<file path="src/rtl/lfsr_pkg.sv">
`default_nettype none
// +----------------------------------------------------------------------+
// | Package   : lfsr_pkg                                                 |
// | Purpose   : FSM encodings, LFSR step function and default tap table  |
// | Revision  : 1.0                                                      |
// +----------------------------------------------------------------------+
package lfsr_pkg;

    typedef logic [2:0] state_t;

    localparam state_t c_IDLE    = 3'd0;
    localparam state_t c_SEED    = 3'd1;
    localparam state_t c_PROBE   = 3'd2;
    localparam state_t c_DECRYPT = 3'd3;
    localparam state_t c_PAD     = 3'd4;
    localparam state_t c_DONE    = 3'd5;

    // Entry k occupies bits [k*8 +: 8].
    localparam logic [63:0] c_DEFAULT_TAPS =
        {8'hF3, 8'hFA, 8'hB2, 8'hB4, 8'hB8, 8'hC6, 8'hD4, 8'hE1};

    // Width-generic: callers zero-extend to 32 bits and keep the low W bits.
    function automatic logic [31:0] lfsr_step(input logic [31:0] s, input logic [31:0] tap);
        return {s[30:0], ^(s & tap)};
    endfunction

endpackage
`default_nettype wire

</file>
<file path="src/rtl/lfsr_decrypt_engine_if.sv">
`default_nettype none
// +----------------------------------------------------------------------+
// | Interface : lfsr_decrypt_engine_if                                   |
// | Purpose   : single-port data memory bus between engine and dmem      |
// | Revision  : 1.0                                                      |
// +----------------------------------------------------------------------+
interface lfsr_decrypt_engine_if #(
    parameter int W      = 8,
    parameter int ADDR_W = 8
);
    logic [ADDR_W-1:0] mem_addr;
    logic              mem_wr_en;
    logic [W-1:0]      mem_wdata;
    logic [W-1:0]      mem_rdata;

    modport master (output mem_addr, output mem_wr_en, output mem_wdata, input mem_rdata);
    modport slave  (input mem_addr, input mem_wr_en, input mem_wdata, output mem_rdata);
endinterface
`default_nettype wire

</file>
<file path="src/rtl/lfsr_trial_bank.sv">
`default_nettype none
// +----------------------------------------------------------------------+
// | Module    : lfsr_trial_bank                                          |
// | Purpose   : parallel trial LFSRs, one per candidate tap, with mask   |
// | Revision  : 1.0                                                      |
// +----------------------------------------------------------------------+
module lfsr_trial_bank
    import lfsr_pkg::*;
#(
    parameter int W        = 8,
    parameter int NUM_TAPS = 8
) (
    input  logic                  clk,
    input  logic                  rst,
    input  logic [NUM_TAPS*W-1:0] taps,
    input  logic                  load,
    input  logic [W-1:0]          load_val,
    input  logic                  step,
    input  logic [W-1:0]          expect_val,
    output logic [NUM_TAPS-1:0]   mask_next
);
    logic [NUM_TAPS-1:0] mask_q;
    logic [NUM_TAPS-1:0] w_miss;

    for (genvar j = 0; j < NUM_TAPS; j++) begin : g_trial
        logic [W-1:0] trial_q;
        logic [W-1:0] trial_d;
        logic [W-1:0] w_stepped;

        assign w_stepped = W'(lfsr_step(32'(trial_q), 32'(taps[j*W +: W])));
        assign w_miss[j] = step && (w_stepped != expect_val);

        always_comb begin
            trial_d = trial_q;
            if (load)
                trial_d = load_val;
            else if (step)
                trial_d = w_stepped;
        end

        always_ff @(posedge clk) begin
            if (rst)
                trial_q <= '0;
            else
                trial_q <= trial_d;
        end
    end

    // A candidate, once eliminated, stays eliminated until the next load.
    assign mask_next = load ? '1 : (mask_q & ~w_miss);

    always_ff @(posedge clk) begin
        if (rst)
            mask_q <= '1;
        else
            mask_q <= mask_next;
    end
endmodule
`default_nettype wire

</file>
<file path="src/rtl/lfsr_decrypt_engine.sv">
`default_nettype none
// +----------------------------------------------------------------------+
// | Module    : lfsr_decrypt_engine                                      |
// | Purpose   : tap search, in-place LFSR decrypt, preamble strip, pad   |
// | Revision  : 1.0                                                      |
// +----------------------------------------------------------------------+
module lfsr_decrypt_engine
    import lfsr_pkg::*;
#(
    parameter int             W         = 8,
    parameter int             ADDR_W    = 8,
    parameter int             MSG_LEN   = 64,
    parameter int             SRC_BASE  = 64,
    parameter int             DST_BASE  = 0,
    parameter int             NUM_TAPS  = 8,
    parameter int             PROBE_LEN = 8,
    parameter logic [W-1:0]   PREAMBLE  = 8'h20,
    parameter logic [W-1:0]   CMP_MASK  = 8'h7F,
    parameter int             MAX_STRIP = 25
) (
    input  logic                             clk,
    input  logic                             init,
    input  logic [NUM_TAPS*W-1:0]            taps_in,
    lfsr_decrypt_engine_if.master            mem,
    output logic                             done,
    output logic                             match_err,
    output logic [$clog2(NUM_TAPS)-1:0]      tap_idx,
    output logic [$clog2(MAX_STRIP+1)-1:0]   strip_ct
);
    localparam int CNT_W   = $clog2(MSG_LEN + 2);
    localparam int TAP_W   = $clog2(NUM_TAPS);
    localparam int STRIP_W = $clog2(MAX_STRIP + 1);

    localparam logic [CNT_W-1:0]   c_PROBE_LAST = CNT_W'(PROBE_LEN + 1);
    localparam logic [CNT_W-1:0]   c_MSG_LAST   = CNT_W'(MSG_LEN - 1);
    localparam logic [CNT_W-1:0]   c_MSG_END    = CNT_W'(MSG_LEN);
    localparam logic [STRIP_W-1:0] c_STRIP_MAX  = STRIP_W'(MAX_STRIP);

    state_t                state_q, state_d;
    logic [CNT_W-1:0]      cnt_q, cnt_d;
    logic [CNT_W-1:0]      wr_ptr_q, wr_ptr_d;
    logic [W-1:0]          lfsr_q, lfsr_d;
    logic [W-1:0]          seed_q, seed_d;
    logic                  strip_mode_q, strip_mode_d;
    logic                  phase_q, phase_d;
    logic [TAP_W-1:0]      tap_idx_q, tap_idx_d;
    logic                  match_err_q, match_err_d;
    logic [STRIP_W-1:0]    strip_ct_q, strip_ct_d;
    logic [NUM_TAPS*W-1:0] taps_q, taps_d;

    logic                  w_load, w_step;
    logic [NUM_TAPS-1:0]   w_mask_next;
    logic [TAP_W-1:0]      w_low_idx;
    logic [W-1:0]          w_expect, w_plain, w_tap;
    logic                  w_strip_hit;

    assign w_expect    = mem.mem_rdata ^ PREAMBLE;
    assign w_plain     = mem.mem_rdata ^ lfsr_q;
    assign w_tap       = taps_q[tap_idx_q*W +: W];
    assign w_strip_hit = strip_mode_q && (((w_plain ^ PREAMBLE) & CMP_MASK) == '0)
                         && (strip_ct_q < c_STRIP_MAX);

    lfsr_trial_bank #(.W(W), .NUM_TAPS(NUM_TAPS)) u_bank (
        .clk        (clk),
        .rst        (init),
        .taps       (taps_q),
        .load       (w_load),
        .load_val   (w_expect),
        .step       (w_step),
        .expect_val (w_expect),
        .mask_next  (w_mask_next)
    );

    always_comb begin
        w_low_idx = '0;
        for (int j = NUM_TAPS - 1; j >= 0; j--)
            if (w_mask_next[j])
                w_low_idx = TAP_W'(j);
    end

    always_comb begin
        state_d       = state_q;
        cnt_d         = cnt_q;
        wr_ptr_d      = wr_ptr_q;
        lfsr_d        = lfsr_q;
        seed_d        = seed_q;
        strip_mode_d  = strip_mode_q;
        phase_d       = phase_q;
        tap_idx_d     = tap_idx_q;
        match_err_d   = match_err_q;
        strip_ct_d    = strip_ct_q;
        taps_d        = taps_q;
        w_load        = 1'b0;
        w_step        = 1'b0;
        mem.mem_addr  = '0;
        mem.mem_wr_en = 1'b0;
        mem.mem_wdata = '0;

        case (state_q)
            c_IDLE: begin
                taps_d  = taps_in;
                state_d = c_SEED;
            end
            c_SEED: begin
                mem.mem_addr = ADDR_W'(SRC_BASE);
                cnt_d        = CNT_W'(1);
                state_d      = c_PROBE;
            end
            // Read data lags the address by one cycle, so PROBE runs one
            // cycle past the last read to score the final probe word.
            c_PROBE: begin
                if (cnt_q != c_PROBE_LAST)
                    mem.mem_addr = ADDR_W'(SRC_BASE) + ADDR_W'(cnt_q);
                if (cnt_q == CNT_W'(1)) begin
                    w_load = 1'b1;
                    seed_d = w_expect;
                end else begin
                    w_step = 1'b1;
                end
                cnt_d = cnt_q + 1'b1;
                if (cnt_q == c_PROBE_LAST) begin
                    cnt_d = '0;
                    if (w_mask_next == '0) begin
                        match_err_d = 1'b1;
                        state_d     = c_DONE;
                    end else begin
                        tap_idx_d    = w_low_idx;
                        lfsr_d       = seed_q;
                        phase_d      = 1'b0;
                        strip_mode_d = 1'b1;
                        state_d      = c_DECRYPT;
                    end
                end
            end
            c_DECRYPT: begin
                if (!phase_q) begin
                    mem.mem_addr = ADDR_W'(SRC_BASE) + ADDR_W'(cnt_q);
                    phase_d      = 1'b1;
                end else begin
                    phase_d = 1'b0;
                    lfsr_d  = W'(lfsr_step(32'(lfsr_q), 32'(w_tap)));
                    if (w_strip_hit) begin
                        strip_ct_d = strip_ct_q + 1'b1;
                    end else begin
                        strip_mode_d  = 1'b0;
                        mem.mem_addr  = ADDR_W'(DST_BASE) + ADDR_W'(wr_ptr_q);
                        mem.mem_wr_en = 1'b1;
                        mem.mem_wdata = w_plain;
                        wr_ptr_d      = wr_ptr_q + 1'b1;
                    end
                    cnt_d = cnt_q + 1'b1;
                    if (cnt_q == c_MSG_LAST)
                        state_d = (wr_ptr_d == c_MSG_END) ? c_DONE : c_PAD;
                end
            end
            c_PAD: begin
                mem.mem_addr  = ADDR_W'(DST_BASE) + ADDR_W'(wr_ptr_q);
                mem.mem_wr_en = 1'b1;
                mem.mem_wdata = PREAMBLE;
                wr_ptr_d      = wr_ptr_q + 1'b1;
                if (wr_ptr_q == c_MSG_LAST)
                    state_d = c_DONE;
            end
            c_DONE: state_d = c_DONE;
            default: state_d = c_IDLE;
        endcase
    end

    always_ff @(posedge clk) begin
        if (init) begin
            state_q      <= c_IDLE;
            cnt_q        <= '0;
            wr_ptr_q     <= '0;
            lfsr_q       <= '0;
            seed_q       <= '0;
            strip_mode_q <= 1'b0;
            phase_q      <= 1'b0;
            tap_idx_q    <= '0;
            match_err_q  <= 1'b0;
            strip_ct_q   <= '0;
            taps_q       <= '0;
        end else begin
            state_q      <= state_d;
            cnt_q        <= cnt_d;
            wr_ptr_q     <= wr_ptr_d;
            lfsr_q       <= lfsr_d;
            seed_q       <= seed_d;
            strip_mode_q <= strip_mode_d;
            phase_q      <= phase_d;
            tap_idx_q    <= tap_idx_d;
            match_err_q  <= match_err_d;
            strip_ct_q   <= strip_ct_d;
            taps_q       <= taps_d;
        end
    end

    assign done      = (state_q == c_DONE);
    assign match_err = match_err_q;
    assign tap_idx   = tap_idx_q;
    assign strip_ct  = strip_ct_q;
endmodule
`default_nettype wire

</file>
<file path="src/flat_wrapper.sv">
// flat-port wrapper written by rule: the top's interface ports become plain ports
module lfsr_decrypt_engine_flat import lfsr_pkg::*;
#(
    parameter int             W         = 8,
    parameter int             ADDR_W    = 8,
    parameter int             MSG_LEN   = 64,
    parameter int             SRC_BASE  = 64,
    parameter int             DST_BASE  = 0,
    parameter int             NUM_TAPS  = 8,
    parameter int             PROBE_LEN = 8,
    parameter logic [W-1:0]   PREAMBLE  = 8'h20,
    parameter logic [W-1:0]   CMP_MASK  = 8'h7F,
    parameter int             MAX_STRIP = 25
)
  (clk, init, taps_in, done, match_err, tap_idx, strip_ct, mem_mem_addr, mem_mem_wr_en, mem_mem_wdata, mem_mem_rdata);
  lfsr_decrypt_engine_if #(.W(W), .ADDR_W(ADDR_W)) mem_i ();
  input  logic clk;
  input  logic init;
  input  logic [NUM_TAPS*W-1:0] taps_in;
  output logic done;
  output logic match_err;
  output logic [$clog2(NUM_TAPS)-1:0] tap_idx;
  output logic [$clog2(MAX_STRIP+1)-1:0] strip_ct;
  output wire logic [$bits(mem_i.mem_addr)-1:0] mem_mem_addr;
  output wire logic [$bits(mem_i.mem_wr_en)-1:0] mem_mem_wr_en;
  output wire logic [$bits(mem_i.mem_wdata)-1:0] mem_mem_wdata;
  input wire logic [$bits(mem_i.mem_rdata)-1:0] mem_mem_rdata;
  assign mem_mem_addr = mem_i.mem_addr;
  assign mem_mem_wr_en = mem_i.mem_wr_en;
  assign mem_mem_wdata = mem_i.mem_wdata;
  assign mem_i.mem_rdata = mem_mem_rdata;
  lfsr_decrypt_engine #(.W(W), .ADDR_W(ADDR_W), .MSG_LEN(MSG_LEN), .SRC_BASE(SRC_BASE), .DST_BASE(DST_BASE), .NUM_TAPS(NUM_TAPS), .PROBE_LEN(PROBE_LEN), .PREAMBLE(PREAMBLE), .CMP_MASK(CMP_MASK), .MAX_STRIP(MAX_STRIP)) u_core (.clk(clk), .init(init), .taps_in(taps_in), .mem(mem_i), .done(done), .match_err(match_err), .tap_idx(tap_idx), .strip_ct(strip_ct));
endmodule
</file>
<file path="config.mk">
export PLATFORM = sky130hd
export DESIGN_NAME = lfsr_decrypt_engine_flat
export DESIGN_NICKNAME = d
export VERILOG_FILES = /design/src/rtl/lfsr_pkg.sv /design/src/rtl/lfsr_decrypt_engine_if.sv /design/src/rtl/lfsr_trial_bank.sv /design/src/rtl/lfsr_decrypt_engine.sv /design/src/flat_wrapper.sv
export SDC_FILE = /design/constraint.sdc
export NUM_CORES = 1
export LEC_CHECK = 0
export ABC_AREA = 1
export CAP_MARGIN = 20
export CORE_ASPECT_RATIO = 0.75
export CORE_MARGIN = 5
export CORE_UTILIZATION = 40
export DETAILED_ROUTE_END_ITERATION = 16
export GPL_ROUTABILITY_DRIVEN = 0
export MAX_ROUTING_LAYER = met4
export SLEW_MARGIN = 20
export SYNTH_ARGS = -nofsm -noshare
export SYNTH_HDL_FRONTEND = slang
export SYNTH_SLANG_ARGS = --single-unit
export TNS_END_PERCENT = 1
</file>
<file path="constraint.sdc">
create_clock -name clk -period 2 [get_ports clk]
set_input_delay 0.2 -clock clk [delete_from_list [all_inputs] [get_ports clk]]
set_output_delay 0.2 -clock clk [all_outputs]
set_load 0.01 [all_outputs]
</file>
==> out/metrics.yaml <==
drt_pass1_iterations: 7
crit_path_max_fanout: 4
synth_nets: 1795
register_area_sq_um: 3630
relSlewSlack_pct: 69.9
numCtsBuffers: 17
tritoncts: "built"
clockBufferDepth: 2
end_kind: "primary output"
drv_cap: 0
final_layout_size_suffix_gt1_share_pct: 20.9
period_share_pct: 118
setup_tns_ps: -6540
postSynthAreaPerCell_sq_um: 6.32
crit_type: "primary input to primary output"
io_buffers: 100
seq_area_frac_synth_pct: 33.2
hold_buffers: 0
synth_cell_types: 43
route.detailed.drc: 0
dp.final_hpwl_um: 29700
synth_cells: 1716
fin_util_pct: 55.4
clk_latency_ps: 450
area_delta_synth_final_pct: 37.2
vias: 12000
worst_ep_required_time_ps: 1800
antenna_found_initial: 0
hp-class: "primary input to register"
worst_pin_slew_ps: 447
p_leak_nw: 7.17
viasPerCell: 5.06
grt_max_degree: 66
antenna_left: 0
ir_worst_vdd_uv: 667
synth-edff-count: 0
fmax_ghz: 0.422
grt_overflow_total: 0
coreArea_sq_um: 26900
synth_area_sq_um: 10900
dp_slack_ps: -744
hold_viol: 0
synth_ff_type: "dfxtp_1"
multi_input_area_sq_um: 6270
avgRoutedWirePerCell_um: 16.5
grt_pass1_wl_um: 60700
htreeDepth: 4
clock_skew_ps: 13.1
grt_pass1_vias: 11100
worst_slack_ps: -367
synthArstFlopShare_pct: 0
dieWidth_um: 200
grt_use_total_pct: 25.6
row_count: 52
slew_violations: 0
setup_viol: 33
rsz0062_at_grt: "true"
powerDensity_nw_per_um2: 1030
ys_warn_count: 0
clockRootBuffer: "clkbuf_16"
drt_iter0_drc: 1021
clkSlewWorstSetupHoldPaths_ps: 70
wirelength_um: 39300
die_area_sq_um: 30600
fillerInstances: 2598
period_needed_ps: 2370
start_util_pct: 40.4
die_y_um: 153
violations: "setup timing"
ioPinCount: 101
cp.arrival_ps: 2170
clkSinkCount: 180
synth_seq_cells: 180
nets: 2093
start_kind: "primary input"
status: "finished, violations left"
[path summary, 6_finish.rpt]
path	start	endpoint	slack, ps	cells past startpoint
setup / recovery	mem_mem_rdata[2]	mem_mem_addr[4]	-370	10
hold / removal	taps_in[7]	u_core.taps_q[7]	340	3
setup reg to reg	u_core.lfsr_q[2]	u_core.wr_ptr_q[4]	-270	13
hold reg to reg	u_core.taps_q[10]	u_core.taps_q[10]	470	2
[area by class of cell]
class,instances,share of cell area [%]
clock inverter,13,1.13
antenna,1,0.0168
multi-input combinational,1221,42.1
inverter,241,6.14
clock buffer,19,2.97
tap,351,2.95
sequential,180,24.4
timing repair buffer,353,20.3
[worst max-delay path, cell delays in order]
cell	delay, ps
clkdlybuf4s50_1	550
xor2_2	230
nor4_2	350
nand3_2	180
inv_2	120
nor2_4	50
nor2_4	120
buf_6	140
o22ai_2	60
buf_2	150
[power by group]
part	leakage, nW	internal, mW	switching (mW)	total (mW)
clock	0.299	2.02	1.59	3.61
sequential	1.48	4.48	0.572	5.05
combinational	5.39	2.69	4.00	6.69
total	7.17	9.19	6.16	15.3
[layer usage]
metal  GRT usage (%)  vias up  part of all wire [%]
li1                -     6016                     -
met1            34.6     5463                    45
met2            38.5      473                    43
met3            5.19       85                   7.7
met4            8.78        0                   3.4
met5               -        -                     0
[timing repair]
item                                   4_1_cts  5_1_grt
endpoints found under the hold margin        0        0
pin swaps                                   10        8
gates cloned                                 0        0
gates resized for setup                    112       48
setup buffers                                4        2
setup endpoints to repair                   57       82
[metrics by stage]
stage	instance area, sq um	hold slack, ps	power, mW	instances
global route	14900	334	16.2	2378
global placement	14000	453	11.4	2341
finish	14900	336	15.3	2379
detailed placement	14000	462	11.5	2341
CTS	14700	323	15.2	2376
floorplan	10900	335	8.33	1716
[placed cells by master, fill, tap and decap left out, drive strengths merged, types with 4 or more instances in the layout]
cell type and count:
nand2 586, o221ai 19, clkdlybuf4s50 80, a31oi 13, xor2 43, dfxtp 180
nand4 12, xnor2 44, o211ai 47, a21oi 71, clkinv 9, ha 5
buf 269, nor4 4, o21ai 115, clkbuf 19, o22ai 5, nand3 87
nor2 145, nor3 12, inv 241
[Yosys cell counts (2+ instances only)]
cell type | count | area (sq um)
a211oi_1 | 3 | 22.5
a21oi_1 | 71 | 355
a31oi_1 | 13 | 81.3
buf_1 | 4 | 15.0
buf_2 | 13 | 65.1
buf_4 | 7 | 52.6
clkbuf_1 | 49 | 184
clkinv_1 | 6 | 22.5
dfxtp_1 | 180 | 3600
ha_1 | 5 | 62.6
inv_1 | 222 | 833
inv_2 | 12 | 45.0
nand2_1 | 574 | 2150
nand2_2 | 12 | 75.1
nand3_1 | 82 | 410
nand3_2 | 3 | 30.0
nand3_4 | 2 | 35.0
nand4_1 | 12 | 75.1
nor2_1 | 129 | 484
nor2_2 | 12 | 75.1
nor2_4 | 3 | 33.8
nor3_1 | 12 | 60.1
nor4_1 | 3 | 18.8
o211ai_1 | 47 | 353
o21ai_0 | 114 | 571
o221ai_1 | 19 | 166
o22ai_1 | 5 | 31.3
or2_2 | 3 | 18.8
xnor2_1 | 41 | 359
xnor2_2 | 3 | 48.8
xor2_1 | 43 | 377
[kinds of logic (layout without fill, tap and decap cells)]
kind of cell,after synthesis,in the layout,share of synthesized area (%)
AO/OA/AOI/OAI,279,279,15.1
XOR/XNOR,87,87,7.23
flip-flops,180,180,33.2
adder cells (fa/ha/maj),5,5,0.577
buffers and inverters,315,626,11.5
AND/OR/NAND/NOR,850,850,32.4
other,0,1,0
[state kept, by name, summed over array words and instances (netlist names), 3 cells and up]
register / flops
u_core.cnt_q: 7
u_core.lfsr_q: 8
u_core.seed_q: 8
u_core.state_q: 3
u_core.strip_ct: 5
u_core.tap_idx: 3
u_core.taps_q: 64
u_core.u_bank.g_trial.trial_q: 64
u_core.u_bank.mask_q: 8
u_core.wr_ptr_q: 7
(Power assumes the default switching activity.)
